<file path="config.mk">
export PLATFORM = sky130hd
export DESIGN_NAME = mtp_rd_ctrl
export DESIGN_NICKNAME = d
export VERILOG_FILES = /design/src/rtl/mtp_pkg.sv /design/src/rtl/mtp_req_latch.sv /design/src/rtl/mtp_rd_ctrl.sv
export SDC_FILE = /design/constraint.sdc
export NUM_CORES = 1
export LEC_CHECK = 0
export BUFFER_PORTS_ARGS = -buffer_cell sky130_fd_sc_hd__buf_2
export CELL_PAD_IN_SITES_DETAIL_PLACEMENT = 0
export CELL_PAD_IN_SITES_GLOBAL_PLACEMENT = 1
export CORE_MARGIN = 5
export CORE_UTILIZATION = 39
export DETAILED_ROUTE_END_ITERATION = 10
export GPL_TIMING_DRIVEN = 0
export HOLD_SLACK_MARGIN = 0.12
export PLACE_DENSITY_LB_ADDON = 0.1
export RECOVER_POWER = 25
export SYNTH_ARGS = -nofsm -noshare
export SYNTH_HDL_FRONTEND = slang
export SYNTH_SLANG_ARGS = --single-unit
export TNS_END_PERCENT = 10
</file>
<file path="constraint.sdc">
create_clock -name DOUB_BLF -period 4.2 [get_ports DOUB_BLF]
set_clock_uncertainty 0.05 [all_clocks]
set_input_delay 0.84 -clock DOUB_BLF [delete_from_list [all_inputs] [get_ports DOUB_BLF]]
set_output_delay 0.84 -clock DOUB_BLF [all_outputs]
set_load 0.01 [all_outputs]
</file>
<file path="src/rtl/mtp_pkg.sv">
// Shared definitions for the MTP read sequencer.
//   - mtp_state_e : read FSM state encoding
//   - *_DEF       : default widths and timing
//   - SRC_INIT / SRC_CMD : encoding of rd_src
//   - cnt_load()  : 4-bit reload value for a phase lasting N cycles
package mtp_pkg;

    typedef enum logic [2:0] {
        IDLE  = 3'd0,
        SETUP = 3'd1,
        SENSE = 3'd2,
        LATCH = 3'd3,
        DONE  = 3'd4
    } mtp_state_e;

    localparam int ADDR_W_DEF    = 5;
    localparam int DATA_W_DEF    = 16;
    localparam int SENSE_CYC_DEF = 4;
    localparam int DONE_CYC_DEF  = 2;
    localparam int CNT_W         = 4;

    localparam logic SRC_INIT = 1'b0;
    localparam logic SRC_CMD  = 1'b1;

    // A phase of N cycles counts N-1 down to 0 and leaves on the edge that sees 0.
    function automatic logic [CNT_W-1:0] cnt_load(input int cycles);
        return CNT_W'(cycles - 1);
    endfunction

endpackage

</file>
<file path="src/rtl/mtp_req_latch.sv">
// Rising-edge detector with a one-deep pending flag for one read requester.
// Ports:
//   DOUB_BLF : clock (rising edge)
//   rst      : synchronous active-high reset
//   pulse    : request line; each sampled rising edge is one request
//   grant    : sequencer accepted the pending request on this edge
//   pending  : a request is waiting to be served
// The history register resets to 1 so a line already high during reset has to
// fall and rise again before it counts.  A new edge arriving on the grant edge
// is kept, so back-to-back requests are not lost; an edge arriving while the
// flag is already set is dropped.
module mtp_req_latch (
    input  logic DOUB_BLF,
    input  logic rst,
    input  logic pulse,
    input  logic grant,
    output logic pending
);

    logic pulse_d_r;
    logic pending_r;
    logic rise_s;

    // Rising edge of the request line relative to the previous sample.
    always_comb begin
        rise_s = 1'b0;
        if (pulse && !pulse_d_r) begin
            rise_s = 1'b1;
        end else begin
            rise_s = 1'b0;
        end
    end

    // Edge history and pending flag.
    always_ff @(posedge DOUB_BLF) begin
        if (rst) begin
            pulse_d_r <= 1'b1;
            pending_r <= 1'b0;
        end else begin
            pulse_d_r <= pulse;
            if (rise_s) begin
                pending_r <= 1'b1;
            end else if (grant) begin
                pending_r <= 1'b0;
            end
        end
    end

    assign pending = pending_r;

endmodule

</file>
<file path="src/rtl/mtp_rd_ctrl.sv">
// MTP read sequencer feeding the system init unit.
// Serves read requests from the init unit and the command decoder (init has
// priority) as timed MTP macro cycles: chip-enable, sense, latch, done strobe.
// Ports:
//   DOUB_BLF      : clock (rising edge)
//   rst           : synchronous active-high reset, aborts any read in flight
//   init_rd_pulse / init_pointer : init-unit request edge and word address
//   cmd_rd_pulse  / cmd_pointer  : command-decoder request edge and word address
//   mtp_dout      : raw word from the macro
//   mtp_addr, mtp_ce, mtp_oe     : macro address / chip enable / sense enable
//   mtp_data      : word latched by the last read (held until the next latch)
//   rd_done       : completion strobe, DONE_CYC cycles wide
//   rd_src        : owner of the current/last read (SRC_INIT / SRC_CMD)
//   busy          : sequencer not idle
// Optional feature, macro MTP_PARITY_EN: adds input mtp_par (odd parity over
// mtp_dout) and output rd_err.  A bad word is latched as zero and rd_err is
// raised for the same cycles as that read's rd_done.
module mtp_rd_ctrl
    import mtp_pkg::*;
#(
    parameter int ADDR_W    = ADDR_W_DEF,
    parameter int DATA_W    = DATA_W_DEF,
    parameter int SENSE_CYC = SENSE_CYC_DEF,
    parameter int DONE_CYC  = DONE_CYC_DEF
) (
    input  logic              DOUB_BLF,
    input  logic              rst,
    input  logic              init_rd_pulse,
    input  logic [ADDR_W-1:0] init_pointer,
    input  logic              cmd_rd_pulse,
    input  logic [ADDR_W-1:0] cmd_pointer,
    input  logic [DATA_W-1:0] mtp_dout,
`ifdef MTP_PARITY_EN
    input  logic              mtp_par,
    output logic              rd_err,
`endif
    output logic [ADDR_W-1:0] mtp_addr,
    output logic              mtp_ce,
    output logic              mtp_oe,
    output logic [DATA_W-1:0] mtp_data,
    output logic              rd_done,
    output logic              rd_src,
    output logic              busy
);

    mtp_state_e        state_r;
    logic [CNT_W-1:0]  cnt_r;
    logic [ADDR_W-1:0] addr_r;
    logic [DATA_W-1:0] data_r;
    logic              ce_r;
    logic              oe_r;
    logic              done_r;
    logic              src_r;
    logic              busy_r;

    logic              pend_init_s;
    logic              pend_cmd_s;
    logic              grant_init_s;
    logic              grant_cmd_s;
    logic              grant_any_s;
    logic              sense_end_s;
    logic [DATA_W-1:0] latch_word_s;

    mtp_req_latch u_init_req (
        .DOUB_BLF (DOUB_BLF),
        .rst      (rst),
        .pulse    (init_rd_pulse),
        .grant    (grant_init_s),
        .pending  (pend_init_s)
    );

    mtp_req_latch u_cmd_req (
        .DOUB_BLF (DOUB_BLF),
        .rst      (rst),
        .pulse    (cmd_rd_pulse),
        .grant    (grant_cmd_s),
        .pending  (pend_cmd_s)
    );

    // Grant only from IDLE; the init unit wins a tie.
    always_comb begin
        grant_init_s = 1'b0;
        grant_cmd_s  = 1'b0;
        if (state_r == IDLE) begin
            if (pend_init_s) begin
                grant_init_s = 1'b1;
            end else if (pend_cmd_s) begin
                grant_cmd_s = 1'b1;
            end else begin
                grant_init_s = 1'b0;
                grant_cmd_s  = 1'b0;
            end
        end else begin
            grant_init_s = 1'b0;
            grant_cmd_s  = 1'b0;
        end
    end

    assign grant_any_s = grant_init_s | grant_cmd_s;

    // Last sense cycle: the macro output is sampled on this edge.
    always_comb begin
        sense_end_s = 1'b0;
        if ((state_r == SENSE) && (cnt_r == {CNT_W{1'b0}})) begin
            sense_end_s = 1'b1;
        end else begin
            sense_end_s = 1'b0;
        end
    end

`ifdef MTP_PARITY_EN
    logic par_err_r;
    logic rd_err_r;

    // Odd parity: data bits plus parity bit hold an odd number of ones.
    function automatic logic par_ok(input logic [DATA_W-1:0] d, input logic p);
        return ((^d) ^ p) == 1'b1;
    endfunction

    // A word failing parity is replaced by zero rather than passed on.
    always_comb begin
        latch_word_s = {DATA_W{1'b0}};
        if (par_ok(mtp_dout, mtp_par)) begin
            latch_word_s = mtp_dout;
        end else begin
            latch_word_s = {DATA_W{1'b0}};
        end
    end

    // Parity error flag: captured at latch time, shown only while rd_done is up.
    always_ff @(posedge DOUB_BLF) begin
        if (rst) begin
            par_err_r <= 1'b0;
            rd_err_r  <= 1'b0;
        end else if (grant_any_s) begin
            par_err_r <= 1'b0;
            rd_err_r  <= 1'b0;
        end else if (sense_end_s) begin
            par_err_r <= !par_ok(mtp_dout, mtp_par);
        end else if (state_r == LATCH) begin
            rd_err_r <= par_err_r;
        end else if ((state_r == DONE) && (cnt_r == {CNT_W{1'b0}})) begin
            rd_err_r <= 1'b0;
        end
    end

    assign rd_err = rd_err_r;
`else
    assign latch_word_s = mtp_dout;
`endif

    // Read sequencer FSM; every output is a register set on state entry.
    always_ff @(posedge DOUB_BLF) begin
        if (rst) begin
            state_r <= IDLE;
            cnt_r   <= {CNT_W{1'b0}};
            addr_r  <= {ADDR_W{1'b0}};
            data_r  <= {DATA_W{1'b0}};
            ce_r    <= 1'b0;
            oe_r    <= 1'b0;
            done_r  <= 1'b0;
            src_r   <= 1'b0;
            busy_r  <= 1'b0;
        end else begin
            case (state_r)
                IDLE: begin
                    if (grant_any_s) begin
                        state_r <= SETUP;
                        addr_r  <= grant_init_s ? init_pointer : cmd_pointer;
                        src_r   <= grant_init_s ? SRC_INIT : SRC_CMD;
                        ce_r    <= 1'b1;
                        busy_r  <= 1'b1;
                    end
                end
                SETUP: begin
                    state_r <= SENSE;
                    oe_r    <= 1'b1;
                    cnt_r   <= cnt_load(SENSE_CYC);
                end
                SENSE: begin
                    if (sense_end_s) begin
                        // Data is captured here, one cycle ahead of rd_done.
                        state_r <= LATCH;
                        oe_r    <= 1'b0;
                        data_r  <= latch_word_s;
                    end else begin
                        cnt_r <= cnt_r - {{(CNT_W-1){1'b0}}, 1'b1};
                    end
                end
                LATCH: begin
                    state_r <= DONE;
                    ce_r    <= 1'b0;
                    done_r  <= 1'b1;
                    cnt_r   <= cnt_load(DONE_CYC);
                end
                DONE: begin
                    if (cnt_r == {CNT_W{1'b0}}) begin
                        state_r <= IDLE;
                        done_r  <= 1'b0;
                        busy_r  <= 1'b0;
                    end else begin
                        cnt_r <= cnt_r - {{(CNT_W-1){1'b0}}, 1'b1};
                    end
                end
                default: begin
                    state_r <= IDLE;
                    ce_r    <= 1'b0;
                    oe_r    <= 1'b0;
                    done_r  <= 1'b0;
                    busy_r  <= 1'b0;
                end
            endcase
        end
    end

    assign mtp_addr = addr_r;
    assign mtp_ce   = ce_r;
    assign mtp_oe   = oe_r;
    assign mtp_data = data_r;
    assign rd_done  = done_r;
    assign rd_src   = src_r;
    assign busy     = busy_r;

endmodule
</file>
# Word level (Yosys, flattened, before mapping)
# Index checks and enable logic that the tools add are counted.
[op_classes] n_addsub=1 eq_ne=9 muxes=28 bitwise=5 n_reduce_logical=22
[op_table] op="2-to-1 mux 1 bit" count=16
[op_table] op="one-hot mux 4 bit (4 select lines)" count=1
[op_table] op="one-hot mux 3 bit (5 select lines)" count=1
[op_table] op="OR reduction 3 bit" count=4
[op_table] op="inequality test 2 bit, second input constant" count=5
[op_table] op="AND reduction 2 bit" count=5
[op_table] op="2-to-1 mux 3 bit" count=3
[op_table] op="one-hot mux 1 bit (3 select lines)" count=3
[op_table] op="AND reduction 3 bit" count=3
[op_table] op="2-to-1 mux 4 bit" count=2
[op_table] op="equality test 3 x 2 -> 1 bit, second input constant" count=2
[op_table] op="2-to-1 mux 5 bit" count=1
[op_table] op="logical NOT 4 bit" count=1
[op_table] op="inverter 1 bit" count=4
[op_table] op="nonzero test 2 bit" count=2
[op_table] op="nonzero test 4 bit" count=1
[op_table] op="subtractor 4 x 1 -> 4 bit, second input constant" count=1
[op_table] op="equality test 3 x 1 -> 1 bit, second input constant" count=1
[op_table] op="equality test 3 bit, second input constant" count=1
[op_table] op="logical AND 1 bit" count=3
[op_table] op="logical NOT 3 bit" count=1
[op_table] op="logical NOT 1 bit" count=2
[op_table] op="one-hot mux 1 bit (2 select lines)" count=1
[op_table] op="OR 1 bit" count=1
[word_totals] regBits=37 in_bits=30 out_inout_bits=26 wordCells=78

# Longest topological paths before layout
[logic_depth] ltp_word=6 ltp_mapped=7 depth_no_buf=5

# Cells and area by module
# Synthesis repeated with hierarchy kept, for this count alone.
[unflattened] cells_unflattened=189 hier_area_um2=1622.8
[modules_own_cells] mod="mtp_rd_ctrl" n_inst=1 cells_each=177 area_each_um2=1487.7 seq_area_each_um2=660.6
[modules_own_cells] mod="mtp_req_latch" n_inst=2 cells_each=6 area_each_um2=67.6 seq_area_each_um2=40.0

# Worst setup path after synthesis
# Ideal clock, no wire load.
[synth_timing] path_type="input to register" start="in rst" end="reg busy_r (netlist: busy)" t_arrival_ps=1574 required_ps=4014 path_slack_ps=2440 cell_stages=3 path_cell_list="clkbuf_1 -> clkbuf_1 -> o22ai_1"
[synth_lines] element="from (decl)" line="mtp_rd_ctrl.sv:27" text="input logic rst,"
[synth_lines] element="to (signal assigned)" line="mtp_rd_ctrl.sv:163" text="busy_r <= 1'b0;"
[synth_lines] element="to (signal assigned)" line="mtp_rd_ctrl.sv:172" text="busy_r <= 1'b1;"
[synth_lines] element="to (signal assigned)" line="mtp_rd_ctrl.sv:200" text="busy_r <= 1'b0;"
[synth_lines] element="to (decl)" line="mtp_rd_ctrl.sv:54" text="logic busy_r;"
# No word-level cell between the ends.

# Worst setup path after layout
[layout_timing] start="reg cnt_r[0]" end="reg cnt_r[2]"
[layout_between] elab_chain_len=5
[layout_rtl] element="from (decl)" line="mtp_rd_ctrl.sv:47" text="logic [CNT_W-1:0] cnt_r;"
[layout_rtl] element="from (signal assigned)" line="mtp_rd_ctrl.sv:156" text="cnt_r <= {CNT_W{1'b0}};"
[layout_rtl] element="from (signal assigned)" line="mtp_rd_ctrl.sv:178" text="cnt_r <= cnt_load(SENSE_CYC);"
[layout_rtl] element="from (signal assigned)" line="mtp_rd_ctrl.sv:187" text="cnt_r <= cnt_r - {{(CNT_W-1){1'b0}}, 1'b1};"
[layout_rtl] element="branches (longest 5 deep; another with subtractor 4 x 1 -> 4 bit)"
# Parallel ways; which one is timed is not known. The select of a mux whose other input is x is not followed.
# A chain may end at the register's enable or synchronous reset.

==> results.md <==
- The detailed router placed 1,610 vias in this run.
- The synthesized flop and latch total is 37.
- Setup repair after global routing left no endpoint under its margin.
- After synthesis, the most frequently instantiated cells are sky130_fd_sc_hd__dfxtp_1, sky130_fd_sc_hd__a21oi_1, sky130_fd_sc_hd__nand3_1.
- The floorplan step defined a die boundary enclosing 0.00578 mm^2.
- The clock-pin slew on the worst setup and hold paths is 70 ps.
- The startpoint of the worst hold path is busy.
- The tightest hold margin is 410 ps.
- The number of gates given a new drive strength after cts is 0.
- Counting flops with an async set or reset pin after synthesis yields a share of 0.
- Of the available clock period, the critical path in the final layout requires 0.467.
- The synthesized netlist occupies a cell area of 0.00170 mm^2.
- The number of cells on the worst reg-to-reg path is 7.
- The power density normalized to cell area is 389 mW/mm^2.
- The setup total negative slack is 0 ps.
- Of all cell types, the one taking the most synthesized area is sky130_fd_sc_hd__dfxtp_1.
- Headroom to the max-slew limit came out at 0.439.
- The critical path endpoint category is a flop.
- The synthesized design contains 0 enable-type register cells.
- In the synthesized netlist, the number of instances is 190.
- The worst hold path passes through 2 cells.
- The post-route DRC violation count is 0.
- The length of the first detailed-routing pass in iterations is 4.
- After floorplanning, the core was divided into 24 placement rows.
- The TritonCTS clock tree is built.
- For this configuration, the core starts out at a cell density of 0.396.
- The number of setup buffers added after CTS is 0.
- In the final routed layout, each cell accounts on average for 13.9 um.
- The data arrival time at the worst-slack endpoint is 2130 ps.
- The core utilization of the finished layout is 0.491.
- The clock tree root buffer cell is sky130_fd_sc_hd__clkbuf_8.
- The number of max-cap violations is 0.
- The setup path with the least slack is of type reg -> reg.
- The area added between synthesis and finish is 23.9%.
- The number of diodes is 0.
- Buffers placed on the I/O ports in this run total 54.
- The maximum ir drop on the vdd rail is 0.000216 V.
- The worst hold path class is reg -> reg.
- The number of different library cells used by synthesis comes to 42.
- The overall global routing resource usage is 0.148.
- The leftover overflow at the end of global routing is 0.
- Entering global routing, the biggest net connects 11 pins.
- The final layout contains routed wiring with a total length of 4.21 mm.
- The number of warnings reported in the yosys synthesis log is 0.
- In this run the critical register-to-register path is launched from cnt_r[0].
- The first global-routing pass estimated 7.16 mm of wire.
- The smallest clock period supported by the final layout is computed as 1960 ps.
- The worst min-delay path endpoint is busy.
- Of the synthesized area, sequential elements account for 0.436.
- Summed over all nets, the half-perimeter wirelength after detailed placement is 3.06 mm.
- The floorplan step set the die width to 76.0 um.
- The routability congestion estimate is 0.765.
- The capturing point of the worst reg2reg path is cnt_r[2].
- The number of global-route vias before repair was 1,543.
- The count of hold-fix buffers inserted at cts is 0.
- The worst-skew pair later-pin latency is 290 ps.
- Dividing the detail-routed via count by the number of cells gives 5.31.
- The initial antenna violation count came to 0.
- After the first detailed-routing iteration, the DRC count stood at 78.
- The share of synthesized area in the top cell type comes to 0.436.
- The run finished with clean final reports.
- The mean instance size in the synthesized netlist is 8.95 um^2.
- The chip height is 76.0 um.
- The final number of setup-violating endpoints is 0.
- Among all flip-flop cells after synthesis, the most frequent one is sky130_fd_sc_hd__dfxtp_1.
- The count of antenna-violating nets left after detailed routing is 0.
- Ranked by total cell area, the synthesized netlist is headed by sky130_fd_sc_hd__dfxtp_1, sky130_fd_sc_hd__a21oi_1, sky130_fd_sc_hd__nand3_1, sky130_fd_sc_hd__o21ai_1, sky130_fd_sc_hd__mux2i_1.
- The maximum clock frequency is 510 MHz.
- The analysis attributes to cell leakage a power of 0.791 nW.
- The most numerous cell in the Yosys netlist is sky130_fd_sc_hd__dfxtp_1.
- The design draws 0.819 mW.
- The total CTS buffers is 5.
- The number of nets in the synthesized netlist is 222.
- The core footprint is 0.00429 mm^2.
- The net count of the finished layout is 283.
- Along the worst path, the maximum fanout reaches 10.
- During I/O placement, the number of pins put on the boundary was 56.
- The critical path data required time is 4370 ps.
- The proportion of layout cells with a drive suffix above 1 is 0.271.
- The clock passes through at most 2 buffers.
- Clock tree synthesis found a total of 37 sinks.
- The sort of element at the start of the critical path is a flop.
- In this run the register-to-register setup slack is 2240 ps.
- The number of H-tree levels is 2.
- The slew at the pin closest to its max-slew limit is 836 ps.
- The number of hold violations in the final report came to 0.
- The max-slew violation total from the final report is 0.
[power by group]
| group | internal (mW) | total [mW] | switching [mW] | leakage [nW] |
|---|---|---|---|---|
| Clock | 0.130 | 0.248 | 0.118 | 0.0443 |
| Combinational | 0.0700 | 0.185 | 0.115 | 0.445 |
| Sequential | 0.374 | 0.386 | 0.0118 | 0.301 |
| Total | 0.574 | 0.819 | 0.245 | 0.791 |
[sequential cells by signal, summed over array words and instances, names as in the netlist]
name,count
u_init_req.pending,1
rd_src,1
mtp_ce,1
rd_done,1
state_r,3
cnt_r,4
u_cmd_req.pending,1
mtp_data,16
u_cmd_req.pulse_d_r,1
mtp_oe,1
mtp_addr,5
busy,1
u_init_req.pulse_d_r,1
[area by class of cell]
class                           count  area, um^2
Clock buffer                        7        86.3
Multi-Input combinational cell    130         846
Tap cell                           52        65.1
Sequential cell                    37         741
Timing Repair Buffer               54         255
Buffer                             17        91.3
Inverter                            6        22.5
Fill cell                         453        2190
[worst max-delay path, stage by stage (launching register included)]
cell                       delay, ps
sky130_fd_sc_hd__dfxtp_1         400
sky130_fd_sc_hd__inv_1            80
sky130_fd_sc_hd__ha_1            220
sky130_fd_sc_hd__or3b_1          160
sky130_fd_sc_hd__clkbuf_1        380
sky130_fd_sc_hd__buf_2           320
sky130_fd_sc_hd__nand4b_1        130
sky130_fd_sc_hd__mux2i_1         140
[placed cells by master (no fill, tap or decap), drive strengths merged, types with 2 or more instances in the layout]
cell type and instances:
a211oi 5, a21oi 25, a31oi 2, buf 52, clkbuf 26, dfxtp 37, ha 2, inv 5
mux2i 8, nand2 6, nand2b 4, nand3 20, nor2 3, nor3 5, nor3b 4, o21ai 18
or2 3, or3 3, or3b 3, xnor2 2
[through the flow]
step           area (um^2)  cells  setup WS, ps
2_1_floorplan         1700    190          2440
3_3_place_gp          2040    296          2090
3_5_place_dp          2040    296          2130
4_1_cts               2120    303          2240
5_1_grt               2110    303          2050
6_report              2110    303          2240
[worst max path at each step]
stage	from	end	slack, ps	depth (start not counted)
2_1_floorplan	rst	busy	2440	3
3_3_place_gp	rst	busy	2090	3
3_5_place_dp	rst	busy	2130	3
4_1_cts	cnt_r[0]	cnt_r[2]	2240	7
5_1_grt	cnt_r[0]	cnt_r[2]	2050	7
6_report	cnt_r[0]	cnt_r[2]	2240	7
[layer usage]
layer	track usage	wire, um	vias to the layer above
li1	-	-	809
met1	0.190	1950	754
met2	0.226	1910	42
met3	0.0603	299	5
met4	0.0480	48	0
met5	0	0	-
[cell families after synthesis]
| kind of cell | after synthesis | share of synthesized area |
|---|---|---|
| AND/OR/NAND/NOR | 59 | 0.213 |
| multiplexers | 8 | 0.0471 |
| AO/OA/AOI/OAI | 59 | 0.213 |
| XOR/XNOR | 2 | 0.0103 |
| buffers and inverters | 23 | 0.0670 |
| flip-flops | 37 | 0.436 |
| adder cells (fa/ha/maj) | 2 | 0.0147 |
No activity file was read; power rests on OpenSTA's default activity.
